[config.mk]
export PLATFORM = sky130hd
export DESIGN_NAME = dma_inject
export DESIGN_NICKNAME = d
export VERILOG_FILES = /design/src/rtl/dma_inject.sv
export SDC_FILE = /design/constraint.sdc
export NUM_CORES = 1
export LEC_CHECK = 0
export ABC_AREA = 0
export BUFFER_PORTS_ARGS = -buffer_cell sky130_fd_sc_hd__buf_2
export CAP_MARGIN = 20
export CORE_AREA = 2 2 272 274
export CTS_CLUSTER_SIZE = 16
export DETAILED_ROUTE_END_ITERATION = 6
export DIE_AREA = 0 0 274 276
export GPL_TIMING_DRIVEN = 1
export SYNTH_ARGS = -nofsm -noshare
export SYNTH_HDL_FRONTEND = slang
export SYNTH_SLANG_ARGS = --single-unit
[constraint.sdc]
create_clock -name ap_clk -period 5 [get_ports ap_clk]
set_input_delay 1 -clock ap_clk [delete_from_list [all_inputs] [get_ports ap_clk]]
set_output_delay 1 -clock ap_clk [all_outputs]
set_load 0.005 [all_outputs]
[src/rtl/dma_inject.sv]
// DMA data injector: splices a DMA MM2S stream into one of num in-line AXIS channels
// for a programmed beat count, switching only at a packet boundary of that channel.
module dma_inject #(
    parameter int width   = 32,
    parameter int num     = 8,
    parameter int timeout = 1000
) (
    input  logic                   ap_clk,
    input  logic                   ap_rst,
    input  logic                   en,
    input  logic [2:0]             sel,
    input  logic [16:0]            size,
    output logic                   busy,
    output logic                   done,
    output logic                   timed_out,
    output logic [16:0]            data_num,
    input  logic [width-1:0]       inject_axis_tdata,
    input  logic [width/8-1:0]     inject_axis_tkeep,
    input  logic                   inject_axis_tvalid,
    input  logic                   inject_axis_tlast,
    output logic                   inject_axis_tready,
    input  logic [num*width-1:0]   s_axis_tdata,
    input  logic [num*width/8-1:0] s_axis_tkeep,
    input  logic [num-1:0]         s_axis_tvalid,
    input  logic [num-1:0]         s_axis_tlast,
    output logic [num-1:0]         s_axis_tready,
    output logic [num*width-1:0]   m_axis_tdata,
    output logic [num*width/8-1:0] m_axis_tkeep,
    output logic [num-1:0]         m_axis_tvalid,
    output logic [num-1:0]         m_axis_tlast,
    input  logic [num-1:0]         m_axis_tready
);
    localparam int kw = width / 8;
    localparam int tw = (timeout > 1) ? $clog2(timeout) : 1;

    typedef enum logic [1:0] {IDLE, ALIGN, INJECT, DONE} state_t;

    state_t        state, state_nxt;
    logic          en_q;
    logic [2:0]    sel_l;
    logic [16:0]   size_l;
    logic [tw-1:0] idle_cnt;
    logic [num-1:0] pkt_open;
    logic          arm, inj_acc, inj_last, inj_expire;
    logic          unused_tlast;

    // The source stream's own framing is discarded; the run length defines tlast.
    assign unused_tlast = inject_axis_tlast;

    always_ff @(posedge ap_clk or posedge ap_rst) begin
        if (ap_rst) state <= IDLE;
        else        state <= state_nxt;
    end

    always_comb begin
        m_axis_tdata       = s_axis_tdata;
        m_axis_tkeep       = s_axis_tkeep;
        m_axis_tvalid      = s_axis_tvalid;
        m_axis_tlast       = s_axis_tlast;
        s_axis_tready      = m_axis_tready;
        inject_axis_tready = 1'b0;
        busy               = (state != IDLE);
        done               = (state == DONE);
        state_nxt          = state;
        arm                = 1'b0;
        inj_acc            = 1'b0;
        inj_last           = 1'b0;
        inj_expire         = 1'b0;
        case (state)
            IDLE: begin
                arm = en && !en_q && (size != '0) && (int'(sel) < num);
                if (arm) state_nxt = ALIGN;
            end
            ALIGN: begin
                // One blanked cycle at the boundary so no source beat slips in before the swap.
                if (!pkt_open[sel_l]) begin
                    s_axis_tready[sel_l] = 1'b0;
                    m_axis_tvalid[sel_l] = 1'b0;
                    state_nxt            = INJECT;
                end
            end
            INJECT: begin
                inj_last                               = (data_num == size_l - 17'd1);
                m_axis_tdata[int'(sel_l)*width +: width] = inject_axis_tdata;
                m_axis_tkeep[int'(sel_l)*kw +: kw]     = inject_axis_tkeep;
                m_axis_tvalid[sel_l]                   = inject_axis_tvalid;
                m_axis_tlast[sel_l]                    = inj_last;
                s_axis_tready[sel_l]                   = 1'b0;
                inject_axis_tready                     = m_axis_tready[sel_l];
                inj_acc    = inject_axis_tvalid && m_axis_tready[sel_l];
                inj_expire = !inj_acc && (idle_cnt == tw'(timeout - 1));
                if ((inj_acc && inj_last) || inj_expire) state_nxt = DONE;
            end
            DONE:    state_nxt = IDLE;
            default: state_nxt = IDLE;
        endcase
    end

    always_ff @(posedge ap_clk or posedge ap_rst) begin
        if (ap_rst) begin
            en_q      <= 1'b0;
            sel_l     <= '0;
            size_l    <= '0;
            idle_cnt  <= '0;
            pkt_open  <= '0;
            data_num  <= '0;
            timed_out <= 1'b0;
        end else begin
            if (state == IDLE) en_q <= en;
            for (int unsigned i = 0; i < num; i++) begin
                if (s_axis_tvalid[i] && s_axis_tready[i]) pkt_open[i] <= !s_axis_tlast[i];
            end
            if (arm) begin
                sel_l     <= sel;
                size_l    <= size;
                data_num  <= '0;
                timed_out <= 1'b0;
                idle_cnt  <= '0;
            end
            if (inj_acc) begin
                data_num <= data_num + 17'd1;
                idle_cnt <= '0;
            end else if (inj_expire) begin
                timed_out <= 1'b1;
            end else if (state == INJECT) begin
                idle_cnt <= idle_cnt + 1'b1;
            end
        end
    end
endmodule
==> results_dict.tcl, run 1 <==
set metrics [dict create \
    path_max_fanout 9 \
    antenna_found_initial 80 \
    routed_wl_mm 74.74 \
    fin_crit_sh_pct 92.52 \
    place_hpwl_mm 63.73 \
    outcome "completed" \
    maxSlewHeadroom_pct 43.05 \
    syn_to_final_growth_pct 67.62 \
    synth_warnings 0 \
    cts_max_level 3 \
    synth-async-reset-ratio_pct 100.0 \
    layout_common_cells "buf_2 (704), mux2_2 (202), nand2_1 (191)" \
    cp_num_buf_inv 4 \
    drt_iter0_markers 892 \
    synth_edf_count 0 \
    critPathSlowestCell "dfrtp_1" \
    synth-seq-cells 59 \
    yosysSeqAreaShare_pct 19.27 \
    drive_gt1_share_pct 57.92 \
    grt_max_degree 73 \
    grt_pass1_vias 10490 \
    final_common_cell "buf_2" \
    syn_nets 1385 \
    initial_core_util_pct 10.56 \
    core.rowCount 99 \
    port-buffer-count 704 \
    timing.final.crit_period_ps 4626 \
    postCtsHoldBufs 0 \
    crit_chain "inv_1 -> ha_1 -> nor3b_1 -> buf_4 -> and4_1 -> a2111oi_0 -> nor2_1 -> or3_1 -> or4_1 -> buf_4 -> o21ai_2 -> buf_2" \
    dieArea_um2 75620 \
    finalNetCount 2062 \
    hold_class "register to register" \
    core-area_um2 72590 \
    slowest_delay_ps 500 \
    avgSynthCellArea_um2 7.639 \
    critPathKind "register to output port" \
    finalHoldViolations 0 \
    cts_tree "built" \
    rsz0062_at_grt "false" \
    pwr_density_cell_nw_per_um2 138.5 \
    synth_area_um2 7662 \
    start_kind "register" \
    cp.arrival_ps 3630 \
    grt_usage_pct 18.79 \
    max-clock-path-buffers 2 \
    cts_resized 0 \
    cp-end-kind "output port" \
    synthCells 1003 \
    tns_ps 0 \
    detail-route-antenna-nets 0 \
    synth-main-ff-cell "dfrtp_1" \
    numCtsBuffers 9 \
    die_x_um 274 \
    placed_cells 2628 \
    drt_pass1_iterations 5 \
    drv_slew 0 \
    vias_per_cell 4.205 \
    required_ps 4000 \
    wl_per_cell_um 27.96 \
    grt-ovfl-total 0 \
    route.detailed.drc 0 \
    synth_cell_type_count 59 \
    gp_congestion 0.9617 \
    cts_setup_buffers 0 \
    crit_top_cell "buf_4" \
    skew_ps 8.102 \
    vias 11240 \
    ir_worst_vdd_mv 0.1964 \
    max-cap-violations 0 \
    power_leakage_uw 0.006162 \
    die_y_um 276 \
    cts.sinks 59 \
    root_buffer "clkbuf_16" \
    crit_family "simple AND/OR/NAND/NOR gates" \
    setup_viol 0 \
    path_clk_slew_ps 60 \
    fin_cells 2673 \
    ioPinCount 706 \
    worst_pin_slew_ps 843.2 \
    fmax_ghz 0.2162 \
    clk_latency_ps 330 \
    grt_pass1_wl_mm 96.77 \
]
## power breakdown
group          internal [uW]  total (uW)  switching [uW]
sequential               505         543            38.2
combinational            305         642             336
clock                    363         594             231
total                   1170        1780             606
## cell type report
type,instances,area (um^2)
clock buffer,11,252.7
sequential,59,1476
clock inverter,5,37.54
fill,8430,59740
tap,959,1200
multi-input combinational,856,5881
inverter,20,75.07
antenna,29,72.57
timing repair buffer,734,3849
## sequential cells by signal (all words and copies together), names as in the netlist
name	flops
size_l	17
sel_l	3
pkt_open	8
state	2
timed_out	1
idle_cnt	10
en_q	1
data_num	17
## per-stage QoR
stage	setup WS [ps]	hold slack [ps]	utilization (%)	power [uW]	area [um^2]
6_report	373.9	488.2	17.69	1779	12840
5_1_grt	234.1	522.1	17.67	1873	12830
4_1_cts	389.2	487.5	17.59	1791	12770
3_5_place_dp	751.3	473.5	17.19	1190	12480
3_3_place_gp	756.6	470.6	17.19	1190	12480
2_1_floorplan	1124	448.5	-	741.5	7662
## routing by layer
layer / wire length, um / part of all wire, % / vias to the layer above / GRT usage, %
li1: - / - / 5007 / -
met1: 29420 / 39 / 5370 / 22.47
met2: 35410 / 47 / 691 / 31.52
met3: 6639 / 8.9 / 153 / 5.176
met4: 3154 / 4.2 / 18 / 7.609
met5: 109 / 0.15 / - / 0
## synthesized netlist by cell type, types with 4 or more instances
cell / number / area [um^2]
mux2_2: 202 / 2275
nand2_1: 191 / 716.9
o21ai_0: 160 / 800.8
dfrtp_1: 59 / 1476
clkbuf_1: 56 / 210.2
nor2_1: 42 / 157.7
nand2b_1: 38 / 237.7
inv_1: 20 / 75.07
a21oi_1: 17 / 85.08
nand3_1: 17 / 85.08
and3_1: 14 / 87.58
xnor2_1: 10 / 87.58
a31oi_1: 9 / 56.30
ha_1: 9 / 112.6
nand4_1: 9 / 56.30
nor4_1: 9 / 56.30
o211ai_1: 9 / 67.56
buf_1: 8 / 30.03
o21a_1: 8 / 60.06
o21ai_2: 8 / 70.07
xor2_1: 8 / 70.07
and2_1: 7 / 43.79
nor3_1: 7 / 35.03
or3_1: 7 / 43.79
a22o_1: 6 / 52.55
nor2b_1: 6 / 37.54
nor3b_1: 6 / 45.04
o31ai_1: 5 / 37.54
and3b_1: 4 / 35.03
nand3b_1: 4 / 30.03
nand4b_1: 4 / 35.03
or4_1: 4 / 30.03
## worst register-to-register path, cell delays in order (launching register included)
cell and delay (ps):
dfrtp_1 500, inv_1 80, ha_1 300, nor3b_1 190, buf_4 180, and4_1 210, a2111oi_0 420, o21ai_0 220
nor4_1 600, a311oi_1 190, a221o_1 290
## cell families after synthesis
| kind of cell | count (synthesis) | share of synthesized area (%) |
|---|---|---|
| AO/OA/AOI/OAI | 245 | 18.57 |
| flip-flops | 59 | 19.27 |
| multiplexers | 206 | 30.37 |
| XOR/XNOR | 18 | 2.057 |
| AND/OR/NAND/NOR | 378 | 23.73 |
| adder cells (fa/ha/maj) | 9 | 1.470 |
| buffers and inverters | 88 | 4.539 |
## path summary, 6_finish.rpt
path	from	cells past startpoint	slack, ps	endpoint
min in group asynchronous	ap_rst	2	580	idle_cnt[3]
hold reg to reg	pkt_open[5]	2	490	pkt_open[5]
max in group asynchronous	ap_rst	3	3480	size_l[14]
hold / removal	pkt_open[5]	2	490	pkt_open[5]
setup reg to reg	size_l[0]	10	1690	state[1]
setup / recovery	size_l[0]	12	370	m_axis_tlast[3]
No activity file was read; power rests on OpenSTA's default activity.
==> inputs of run 2 (changes only) <==
--- a/config.mk
+++ b/config.mk
@@ -12,7 +12,6 @@
 export CTS_CLUSTER_SIZE = 16
 export DETAILED_ROUTE_END_ITERATION = 6
 export DIE_AREA = 0 0 274 276
-export GPL_TIMING_DRIVEN = 1
 export SYNTH_ARGS = -nofsm -noshare
 export SYNTH_HDL_FRONTEND = slang
 export SYNTH_SLANG_ARGS = --single-unit
==> constraint.sdc (replaced) <==
create_clock -name ap_clk -period 5 [get_ports ap_clk]
set_input_delay 0.75 -clock ap_clk [delete_from_list [all_inputs] [get_ports ap_clk]]
set_output_delay 0.75 -clock ap_clk [all_outputs]
set_load 0.005 [all_outputs]
==> results_dict.tcl, run 2 (synthesized netlist as in run 1, its figures left out) <==
set metrics [dict create \
    outcome "completed" \
    hold_ws_ps 403.2 \
    grt_max_degree 73 \
    fmax_ghz 0.2153 \
    reg2reg_depth 7 \
    root_buffer "clkbuf_16" \
    wl_per_cell_um 28.03 \
    grt_pass1_wl_mm 97.31 \
    cp_num_buf_inv 2 \
    ioPinCount 706 \
    drt_pass1_iterations 6 \
    path_max_fanout 8 \
    cts_max_level 3 \
    placed_cells 2621 \
    maxSlewHeadroom_pct 41.82 \
    regArea_um2 1476 \
    fin_crit_sh_pct 92.87 \
    die_x_um 274 \
    cts_resized 0 \
    final_area_um2 12820 \
    dieArea_um2 75620 \
    numCtsBuffers 9 \
    cp.arrival_ps 3890 \
    core.rowCount 99 \
    cts_setup_buffers 0 \
    drt_iter0_markers 831 \
    r2r_setup_slack_ps 1640 \
    total_power_uw 1823 \
    drv_slew 0 \
    detail-route-antenna-nets 0 \
    antenna_found_initial 77 \
    required_ps 4250 \
    fin_cells 2675 \
    setup_viol 0 \
    critPathSlowestCell "or4_1" \
    timing.rr.end "idle_cnt[4]" \
    die_y_um 276 \
    core-area_um2 72590 \
    grt_pass1_vias 10520 \
    rsz0062_at_grt "false" \
    syn_to_final_growth_pct 67.32 \
    critPathKind "register to output port" \
    skew_ps 9.397 \
    placed_area_um2 12420 \
    hold_class "input pin to async pin" \
    place_hpwl_mm 63.73 \
    finalNetCount 2055 \
    pwr_density_cell_nw_per_um2 142.2 \
    port-buffer-count 704 \
    r2r_start "sel_l[1]" \
    vias_per_cell 4.167 \
    tns_ps 0 \
    power_leakage_uw 0.006134 \
    timing.final.crit_period_ps 4644 \
    drive_gt1_share_pct 57.75 \
    initial_core_util_pct 10.56 \
    grt-ovfl-total 0 \
    layout_common_cells "buf_2 (704), mux2_2 (202), nand2_1 (191)" \
    crit_chain "inv_1 -> ha_1 -> nor3b_1 -> nand4_1 -> o32ai_1 -> nor2_1 -> or3_1 -> or4_1 -> o21ai_2 -> buf_2" \
    slowest_delay_ps 740 \
    start_kind "register" \
    worst_pin_slew_ps 866.0 \
    max-cap-violations 0 \
    grt_usage_pct 18.88 \
    routed_wl_mm 74.99 \
    cts.sinks 59 \
    gp_congestion 0.9658 \
    crit_family "simple AND/OR/NAND/NOR gates" \
    path_clk_slew_ps 60 \
    clk_latency_ps 340 \
    cts_tree "built" \
    max-clock-path-buffers 2 \
    postCtsHoldBufs 0 \
    vias 11150 \
    final_common_cell "buf_2" \
    route.detailed.drc 0 \
    cp-end-kind "output port" \
    multi_input_area_um2 5881 \
    ir_worst_vdd_mv 0.1483 \
    top_regs "data_num (17), size_l (17), idle_cnt (10)" \
    finalHoldViolations 0 \
    fill_cells 8410 \
]
## run 2: cell count changes in the layout (fill, tap and decap cells not counted)
cell        change
diode_2         +9
buf_4           -7
inv_6           +4
clkbuf_8        -2
buf_12          -1
buf_6           +1
bufinv_16       +1
clkinv_2        -1
clkinv_4        -1
clkinvlp_4      -1
## run 2: worst reg2reg max path, cell delays in order (launching register included)
cell and delay (ps):
dfrtp_1 600, mux2_2 390, mux4_2 530, o21ai_0 520, a21o_1 540, and2_1 380, o21ai_0 180, a21oi_1 150
## run 2: worst max path at each step
stage                          from               to  slack [ps]  cells past startpoint
after floorplan           size_l[0]  m_axis_tlast[0]        1370                      9
after global placement    size_l[1]  m_axis_tlast[3]         560                     10
after detailed placement  size_l[1]  m_axis_tlast[3]         670                     10
after CTS                 size_l[1]  m_axis_tlast[3]         300                     10
after global routing      size_l[1]  m_axis_tlast[3]          60                     10
final                     size_l[1]  m_axis_tlast[3]         360                     10
## run 2: cell type report
type	count	area share, %
inverters	20	0.5855
clock buffers	9	1.757
multi-input cells	856	45.87
repair buffers	727	29.54
well taps	959	9.359
clock inverters	7	0.6343
diodes	38	0.7417
flip-flops and latches	59	11.52
## run 2: power breakdown
group          switching (uW)  total, uW  internal, uW
clock                     246        639           393
sequential               42.9        547           504
combinational             335        637           302
total                     624       1820          1200
## run 2: metrics by stage
step | setup slack, ps | util [%]
3_3_place_gp | 564.3 | 17.09
3_5_place_dp | 669.4 | 17.11
2_1_floorplan | 1374 | -
5_1_grt | 60.62 | 17.61
4_1_cts | 297.0 | 17.53
6_report | 356.3 | 17.66
## run 2: layer usage
layer,track usage (%),up-vias,part of all wire (%)
li1,-,4992,-
met1,23.09,5314,40
met2,31.62,686,48
met3,4.065,140,8.1
met4,8.236,14,4.3
met5,0,-,0.13
